File: src/rtl/autoconfig_ide.sv
// Zorro II autoconfig responder for a single IDE board: serves the $E8xxxx
// configuration nibbles and latches the base address the OS assigns.
module autoconfig_ide #(
  parameter logic [15:0] MANUF_ID   = 16'h07DB,
  parameter logic [7:0]  PRODUCT_ID = 8'h01,
  parameter logic [31:0] SERIAL_NO  = 32'h00000001,
  parameter logic [15:0] DIAG_VEC   = 16'h0000
) (
  input  logic       CLKCPU,
  input  logic       RESET_n,
  input  logic [7:0] A_HIGH,
  input  logic [5:0] A_LOW,
  input  logic [3:0] D_IN,
  input  logic       RW_n,
  input  logic       AS_CPU_n,
  input  logic       CFGIN_n,
  output logic [3:0] D_OUT,
  output logic       D_OE,
  output logic       DTACK_n,
  output logic       CFGOUT_n,
  output logic [7:0] BASE_IDE,
  output logic       IDE_CONFIGURED_n
);

  typedef enum logic [1:0] {UNCONF, ACTIVE, CONFIGURED, SHUTUP} state_t;

  localparam logic [5:0] IDX_BASE_HI = 6'h24;  // byte offset $48
  localparam logic [5:0] IDX_BASE_LO = 6'h25;  // byte offset $4A
  localparam logic [5:0] IDX_SHUTUP  = 6'h26;  // byte offset $4C

  state_t     r_state;
  state_t     w_state_nxt;
  logic [1:0] r_cnt;
  logic       r_dtack_n;
  logic       r_cfgout_n;
  logic [3:0] r_base_lo;
  logic [7:0] r_base_ide;
  logic       r_ide_conf_n;
  logic       w_hit;
  logic       w_ack_edge;
  logic       w_wr_commit;

  // Nibble index is A[6:1]; only er_Type (idx 0/1) and the register area
  // at $40 and above are returned uninverted.
  function automatic logic [3:0] f_rom_nibble(input logic [5:0] idx);
    logic [3:0] raw;
    raw = 4'h0;
    case (idx)
      6'd0:  raw = 4'hD;
      6'd1:  raw = 4'h1;
      6'd2:  raw = PRODUCT_ID[7:4];
      6'd3:  raw = PRODUCT_ID[3:0];
      6'd8:  raw = MANUF_ID[15:12];
      6'd9:  raw = MANUF_ID[11:8];
      6'd10: raw = MANUF_ID[7:4];
      6'd11: raw = MANUF_ID[3:0];
      6'd12: raw = SERIAL_NO[31:28];
      6'd13: raw = SERIAL_NO[27:24];
      6'd14: raw = SERIAL_NO[23:20];
      6'd15: raw = SERIAL_NO[19:16];
      6'd16: raw = SERIAL_NO[15:12];
      6'd17: raw = SERIAL_NO[11:8];
      6'd18: raw = SERIAL_NO[7:4];
      6'd19: raw = SERIAL_NO[3:0];
      6'd20: raw = DIAG_VEC[15:12];
      6'd21: raw = DIAG_VEC[11:8];
      6'd22: raw = DIAG_VEC[7:4];
      6'd23: raw = DIAG_VEC[3:0];
      default: raw = 4'h0;
    endcase
    if (idx < 6'd2 || idx >= 6'd32) return raw;
    return ~raw;
  endfunction

  // CFGIN_n is part of the decode so a chain drop releases the bus at once.
  assign w_hit       = (r_state == ACTIVE) && !CFGIN_n && (A_HIGH == 8'hE8) && !AS_CPU_n;
  assign w_ack_edge  = w_hit && (r_cnt == 2'd1);
  assign w_wr_commit = w_ack_edge && !RW_n;

  always_comb begin
    w_state_nxt = r_state;
    case (r_state)
      UNCONF: if (!CFGIN_n) w_state_nxt = ACTIVE;
      ACTIVE: begin
        if (CFGIN_n)                                      w_state_nxt = UNCONF;
        else if (w_wr_commit && (A_LOW == IDX_BASE_HI))   w_state_nxt = CONFIGURED;
        else if (w_wr_commit && (A_LOW == IDX_SHUTUP))    w_state_nxt = SHUTUP;
      end
      default: w_state_nxt = r_state;
    endcase
  end

  always_ff @(posedge CLKCPU or negedge RESET_n) begin
    if (!RESET_n) begin
      r_state      <= UNCONF;
      r_cnt        <= 2'd0;
      r_dtack_n    <= 1'b1;
      r_cfgout_n   <= 1'b1;
      r_base_lo    <= 4'h0;
      r_base_ide   <= 8'h00;
      r_ide_conf_n <= 1'b1;
    end else begin
      r_state    <= w_state_nxt;
      r_cfgout_n <= !((r_state == CONFIGURED) || (r_state == SHUTUP));
      // r_cnt: 0 = idle, 1 = strobe seen, 2 = acknowledged (no re-commit)
      if (AS_CPU_n) begin
        r_cnt     <= 2'd0;
        r_dtack_n <= 1'b1;
      end else if (w_hit && (r_cnt == 2'd0)) begin
        r_cnt <= 2'd1;
      end else if (w_ack_edge) begin
        r_cnt     <= 2'd2;
        r_dtack_n <= 1'b0;
      end
      if (w_wr_commit && (A_LOW == IDX_BASE_LO)) r_base_lo <= D_IN;
      if (w_wr_commit && (A_LOW == IDX_BASE_HI)) begin
        r_base_ide   <= {D_IN, r_base_lo};
        r_ide_conf_n <= 1'b0;
      end
    end
  end

  assign D_OE             = w_hit && RW_n;
  assign D_OUT            = D_OE ? f_rom_nibble(A_LOW) : 4'h0;
  assign DTACK_n          = r_dtack_n;
  assign CFGOUT_n         = r_cfgout_n;
  assign BASE_IDE         = r_base_ide;
  assign IDE_CONFIGURED_n = r_ide_conf_n;

endmodule
File: config.mk
export PLATFORM = sky130hd
export DESIGN_NAME = autoconfig_ide
export DESIGN_NICKNAME = d
export VERILOG_FILES = /design/src/rtl/autoconfig_ide.sv
export SDC_FILE = /design/constraint.sdc
export NUM_CORES = 1
export LEC_CHECK = 0
export BUFFER_PORTS_ARGS = -buffer_cell sky130_fd_sc_hd__buf_4
export CAP_MARGIN = 20
export CORE_MARGIN = 4
export CORE_UTILIZATION = 50
export DETAILED_ROUTE_END_ITERATION = 6
export MAX_ROUTING_LAYER = met4
export PLACE_DENSITY = 0.92
export SYNTH_ARGS = -nofsm -noshare
export SYNTH_HDL_FRONTEND = slang
export SYNTH_SLANG_ARGS = --single-unit
File: constraint.sdc
create_clock -name CLKCPU -period 3.1 [get_ports CLKCPU]
set_clock_uncertainty 0.15 [all_clocks]
set_input_delay 0.465 -clock CLKCPU [delete_from_list [all_inputs] [get_ports CLKCPU]]
set_output_delay 0.465 -clock CLKCPU [all_outputs]
set_load 0.02 [all_outputs]
# [Yosys cells after proc, flatten, opt, wreduce, memory -nomap -nowiden]
# Memory sizes are Yosys's and may differ from the RTL's.
# Cells that the tools add are included.
[totals] reg_bits=19 latchBits=0 ram_bits=0 rom_bits=128 in_bits=23 elab_cells=61 memories=1
[classes] addsub=0 multipliers=0 div_mod_pow=0 n_lt_le_gt_ge=2 n_eq_ne=11 n_shift=0 n_mux=16 bitwise=1 reduce_logical=23
[memory_table] memory="(name not given)" depth=32 word_bits=4 rd=1 rd_ports_with_merged_regs=0 write_ports=0 line_no="48" rtl="case (idx)"
[ops] op="== test 6 bit, second input constant" count=3
[ops] op="2-to-1 mux 4 bit" count=4
[ops] op="2-to-1 mux 2 bit" count=7
[ops] op="logical AND 1 bit" count=10
[ops] op="== test 8 bit, second input constant" count=1
[ops] op=">= comparator 6 bit, second input constant" count=1
[ops] op="less-than comparator 6 x 2 -> 1 bit, second input constant" count=1
[ops] op="== test 2 x 1 -> 1 bit, second input constant" count=2
[ops] op="== test 2 bit, second input constant" count=2
[ops] op="zero test 1 bit" count=4
[ops] op="zero test 2 bit" count=2
[ops] op="2-to-1 mux 1 bit" count=4
[ops] op="inequality test 2 bit, second input constant" count=2
[ops] op="inequality test 4 x 2 -> 1 bit, second input constant" count=1
[ops] op="NOT 4 bit" count=1
[ops] op="one-hot mux 2 bit (2 select lines)" count=1
[ops] op="nonzero test 2 bit" count=2
[ops] op="AND reduction 3 bit" count=1
[ops] op="nonzero test 3 bit" count=1
[ops] op="logical OR 1 bit" count=2
[ops] op="AND reduction 2 bit" count=1

# [Longest topological paths before layout]
[logic_depth] word_depth=11 depth_mapped=6

# [Worst setup path before layout]
# No wires, ideal clock.
[synth_timing] path_kind="in2out" start="input port A_HIGH[4]" end="output port D_OUT[0]" arrival_ps=1472 required_ps=2485 path_slack_ps=1013 path_stages=4 n_path_buf=0 path_cell_list="and4bb_2 and4_1 nand3b_1 a21oi_1"
[synth_via] elab_chain_cells=5
[synth_rtl] element="start: declaration" line_no="11" rtl="input logic [7:0] A_HIGH,"
[synth_rtl] element="== test 8 bit" line_no="76" rtl="assign w_hit = (r_state == ACTIVE) && !CFGIN_n && (A_HIGH == 8'hE8) && !AS_CPU_n;"
[synth_rtl] element="logical AND 1 bit (2 in series)" line_no="76"
[synth_rtl] element="logical AND 1 bit" line_no="123" rtl="assign D_OE = w_hit && RW_n;"
[synth_rtl] element="2-to-1 mux 4 bit" line_no="124" rtl="assign D_OUT = D_OE ? f_rom_nibble(A_LOW) : 4'h0;"
[synth_rtl] element="end: declaration" line_no="17" rtl="output logic [3:0] D_OUT,"
# No other way between the ends.

# [Final worst setup path]
[layout_timing] start="register r_state[1]" end="output port D_OUT[2]"
[layout_via] elab_chain_cells=6
[layout_rtl] element="start: declaration" line_no="31" rtl="state_t r_state;"
[layout_rtl] element="start signal: assignment" line_no="103" rtl="r_state <= w_state_nxt;"
[layout_rtl] element="== test 2 x 1 -> 1 bit" line_no="76"
[layout_rtl] element="logical AND 1 bit (3 in series)" line_no="76"
[layout_rtl] element="logical AND 1 bit" line_no="123"
[layout_rtl] element="2-to-1 mux 4 bit" line_no="124"
# No other way between the ends.

==> results_dict.tcl <==
set metrics [dict create \
    seq_area_frac_synth_pct 48.12 \
    synth_most_common_cell "dfrtp_1" \
    hold_ws_ns 0.1851 \
    overflow 0 \
    synth_edf_count 0 \
    grt_start_max_net_pins 20 \
    cts-buffers-inserted 3 \
    post_cts_buffers 0 \
    crit_arrival_ns 1.82 \
    synth_top_area_share_pct 40.20 \
    slew_viol_final 0 \
    crit_buf_inv 1 \
    hpwl_um 1787 \
    syn-num-nets 112 \
    cts.path.max_buffers 2 \
    critical_path.top_delay_family "simple AND/OR/NAND/NOR gates" \
    path_depth 5 \
    yosysWarnings 0 \
    status "finished clean" \
    initial_core_util_pct 55.28 \
    holdBufCountCts 1 \
    critPathSlowestCell "dfrtp_1" \
    path_cells "nor4b_2, and4_1, nand3b_1, a21oi_1, buf_4" \
    vias 768 \
    synthToLayoutAreaGrowth_pct 35.80 \
    first_global_vias 852 \
    synth_flop_cell "dfrtp_1" \
    wirelength_um 2180 \
    grt_pass1_wl_um 3615 \
    nets 156 \
    boundaryPins 39 \
    die_y_um 52.63 \
    hp-class "primary input to register" \
    syn_inst 83 \
    hold_viol 0 \
    postRouteAntennaNets 0 \
    clkLatencyLatePin_ns 0.30 \
    fill_cells 139 \
    clk_pin_slew_ns 0.12 \
    cts_resized 0 \
    max_freq_mhz 410.0 \
    drt_first_pass_iters 4 \
    synth_compound_area_share_pct 6.156 \
    synth-async-reset-ratio_pct 100.0 \
    rows 15 \
    tightest_slew_ns 0.2407 \
    synth_top_family_by_area "simple AND/OR/NAND/NOR gates" \
    design.core.area_sq_mm 0.001802 \
    synth_seq_cells 19 \
    syn_avg_cell_area_sq_um 12.00 \
    netlist_top_cells_area "dfrtp_1 40%, mux2_2 14%, dfstp_2 7.9%, ha_1 7.5%, a21oi_1 2.5%" \
    maxCapViolations 0 \
    path_class "register to output port" \
    finalSetupViolCount 0 \
    worstSetupEndpointType "output port" \
    period_minus_slack_ns 2.439 \
    root_buffer "clkbuf_4" \
    fin_tns_setup_ns 0 \
    worst_setup_path_start_kind "register" \
    yosys.area_share.simple_pct 18.47 \
    port_buffers 38 \
    p_leak_nw 0.7023 \
    synth_cell_type_count 27 \
    required_ns 2.48 \
    die_area_sq_mm 0.002770 \
    drive_gt1_share_pct 50.00 \
    rrSetupSlack_ns 1.28 \
    min_path_cells 2 \
    diodes 0 \
    ir_worst_vdd_mv 0.4071 \
    antenna_found_initial 0 \
    rsz0062_at_grt "false" \
    initialDrtViolationCount 10 \
    drc 0 \
    critPathMaxStageDelay_ns 0.44 \
    vias_per_cell 5.086 \
    cts.sinks 19 \
    gr-usage-all-layers_pct 18.04 \
    fp.dieW_um 52.63 \
    fin_crit_sh_pct 78.68 \
    post_synth_most_frequent_cells "16 x dfrtp_1, 12 x mux2_2, 6 x ha_1" \
    tritoncts "done" \
    syn_area_sq_um 996.0 \
    path_max_fanout 4 \
    max_slew_margin_pct 83.72 \
    synth.area.mux_share_pct 15.58 \
    synth_xor_area_share_pct 2.638 \
    synthAdderAreaFrac_pct 7.538 \
    synth_top_area_cell "dfrtp_1" \
    gp_congestion 0.7338 \
    r2r_cells 4 \
    wire_per_inst_um 14.44 \
    htreeDepth 1 \
    powerDensity_mw_per_mm2 317.9 \
]
-- layout by cell type (no fill, tap or decap), drive strengths merged, types with 3 or more instances in the layout --
master,synthesis,layout
buf,0,38
a21oi,5,5
o21ai,4,4
nor2,4,4
clkbuf,0,3
inv,4,4
ha,6,6
dfrtp,16,16
nand2,5,5
and2,3,3
mux2,12,12
nand3,3,3
dfstp,3,3
-- power breakdown --
part	leakage (nW)	internal, mW	switching [mW]	total (mW)
registers	0.244	0.248	0.0000000000000000143	0.248
logic	0.444	0.0274	0.0239	0.0513
clock network	0.0139	0.0492	0.0815	0.131
-- stage by stage --
step	worst slack, ns	cell area, sq um	utilization, %	std cells	total power, mW
after global placement	0.9368	1313	72.85	146	0.3012
after floorplan	1.013	996.0	-	83	0.2687
final	0.6610	1353	75.07	151	0.4299
after CTS	0.6430	1353	75.07	151	0.4341
after detailed placement	0.8703	1313	72.85	146	0.3031
after global routing	0.4720	1353	75.07	151	0.4527
-- metal layers --
metal  vias to the layer above  global-route usage (%)  wire [um]  share of wire (%)
li1                        378                       -          -                  -
met1                       360                   18.95        893                 41
met2                        26                   33.88       1097                 50
met3                         4                   3.419        167                7.7
met4                         0                   5.106         22                1.0
met5                         -                       -          0                  0
-- worst paths after layout --
kind | end | startpoint
max in group asynchronous | IDE_CONFIGURED_n | RESET_n
worst min-delay path | r_cnt[1] | AS_CPU_n
worst max-delay path | D_OUT[2] | r_state[1]
worst max register to register | BASE_IDE[5] | r_state[1]
min in group asynchronous | r_cnt[0] | RESET_n
worst min register to register | IDE_CONFIGURED_n | IDE_CONFIGURED_n
-- area by class of cell --
type / count / area [sq um] / share of cell area [%]
well taps: 25 / 31.28 / 2.313
inverters: 4 / 15.01 / 1.110
clock buffers: 3 / 22.52 / 1.665
clock inverters: 1 / 7.507 / 0.5550
flip-flops and latches: 19 / 479.2 / 35.43
repair buffers: 39 / 295.3 / 21.83
multi-input cells: 60 / 501.7 / 37.10
-- cell families (layout without fill, tap and decap cells) --
| kind of cell | after synthesis | count (layout) |
|---|---|---|
| compound gates | 11 | 11 |
| xor+xnor | 3 | 3 |
| fa+ha+maj | 6 | 6 |
| buf+inv | 4 | 47 |
| flops | 19 | 19 |
| mux | 14 | 14 |
| simple gates | 26 | 26 |
-- state kept, by name, summed over array words and instances (netlist names) --
register	count
CFGOUT_n	1
r_state	2
r_cnt	2
IDE_CONFIGURED_n	1
r_base_lo	4
DTACK_n	1
BASE_IDE	8
No activity file was read; power rests on OpenSTA's default activity.
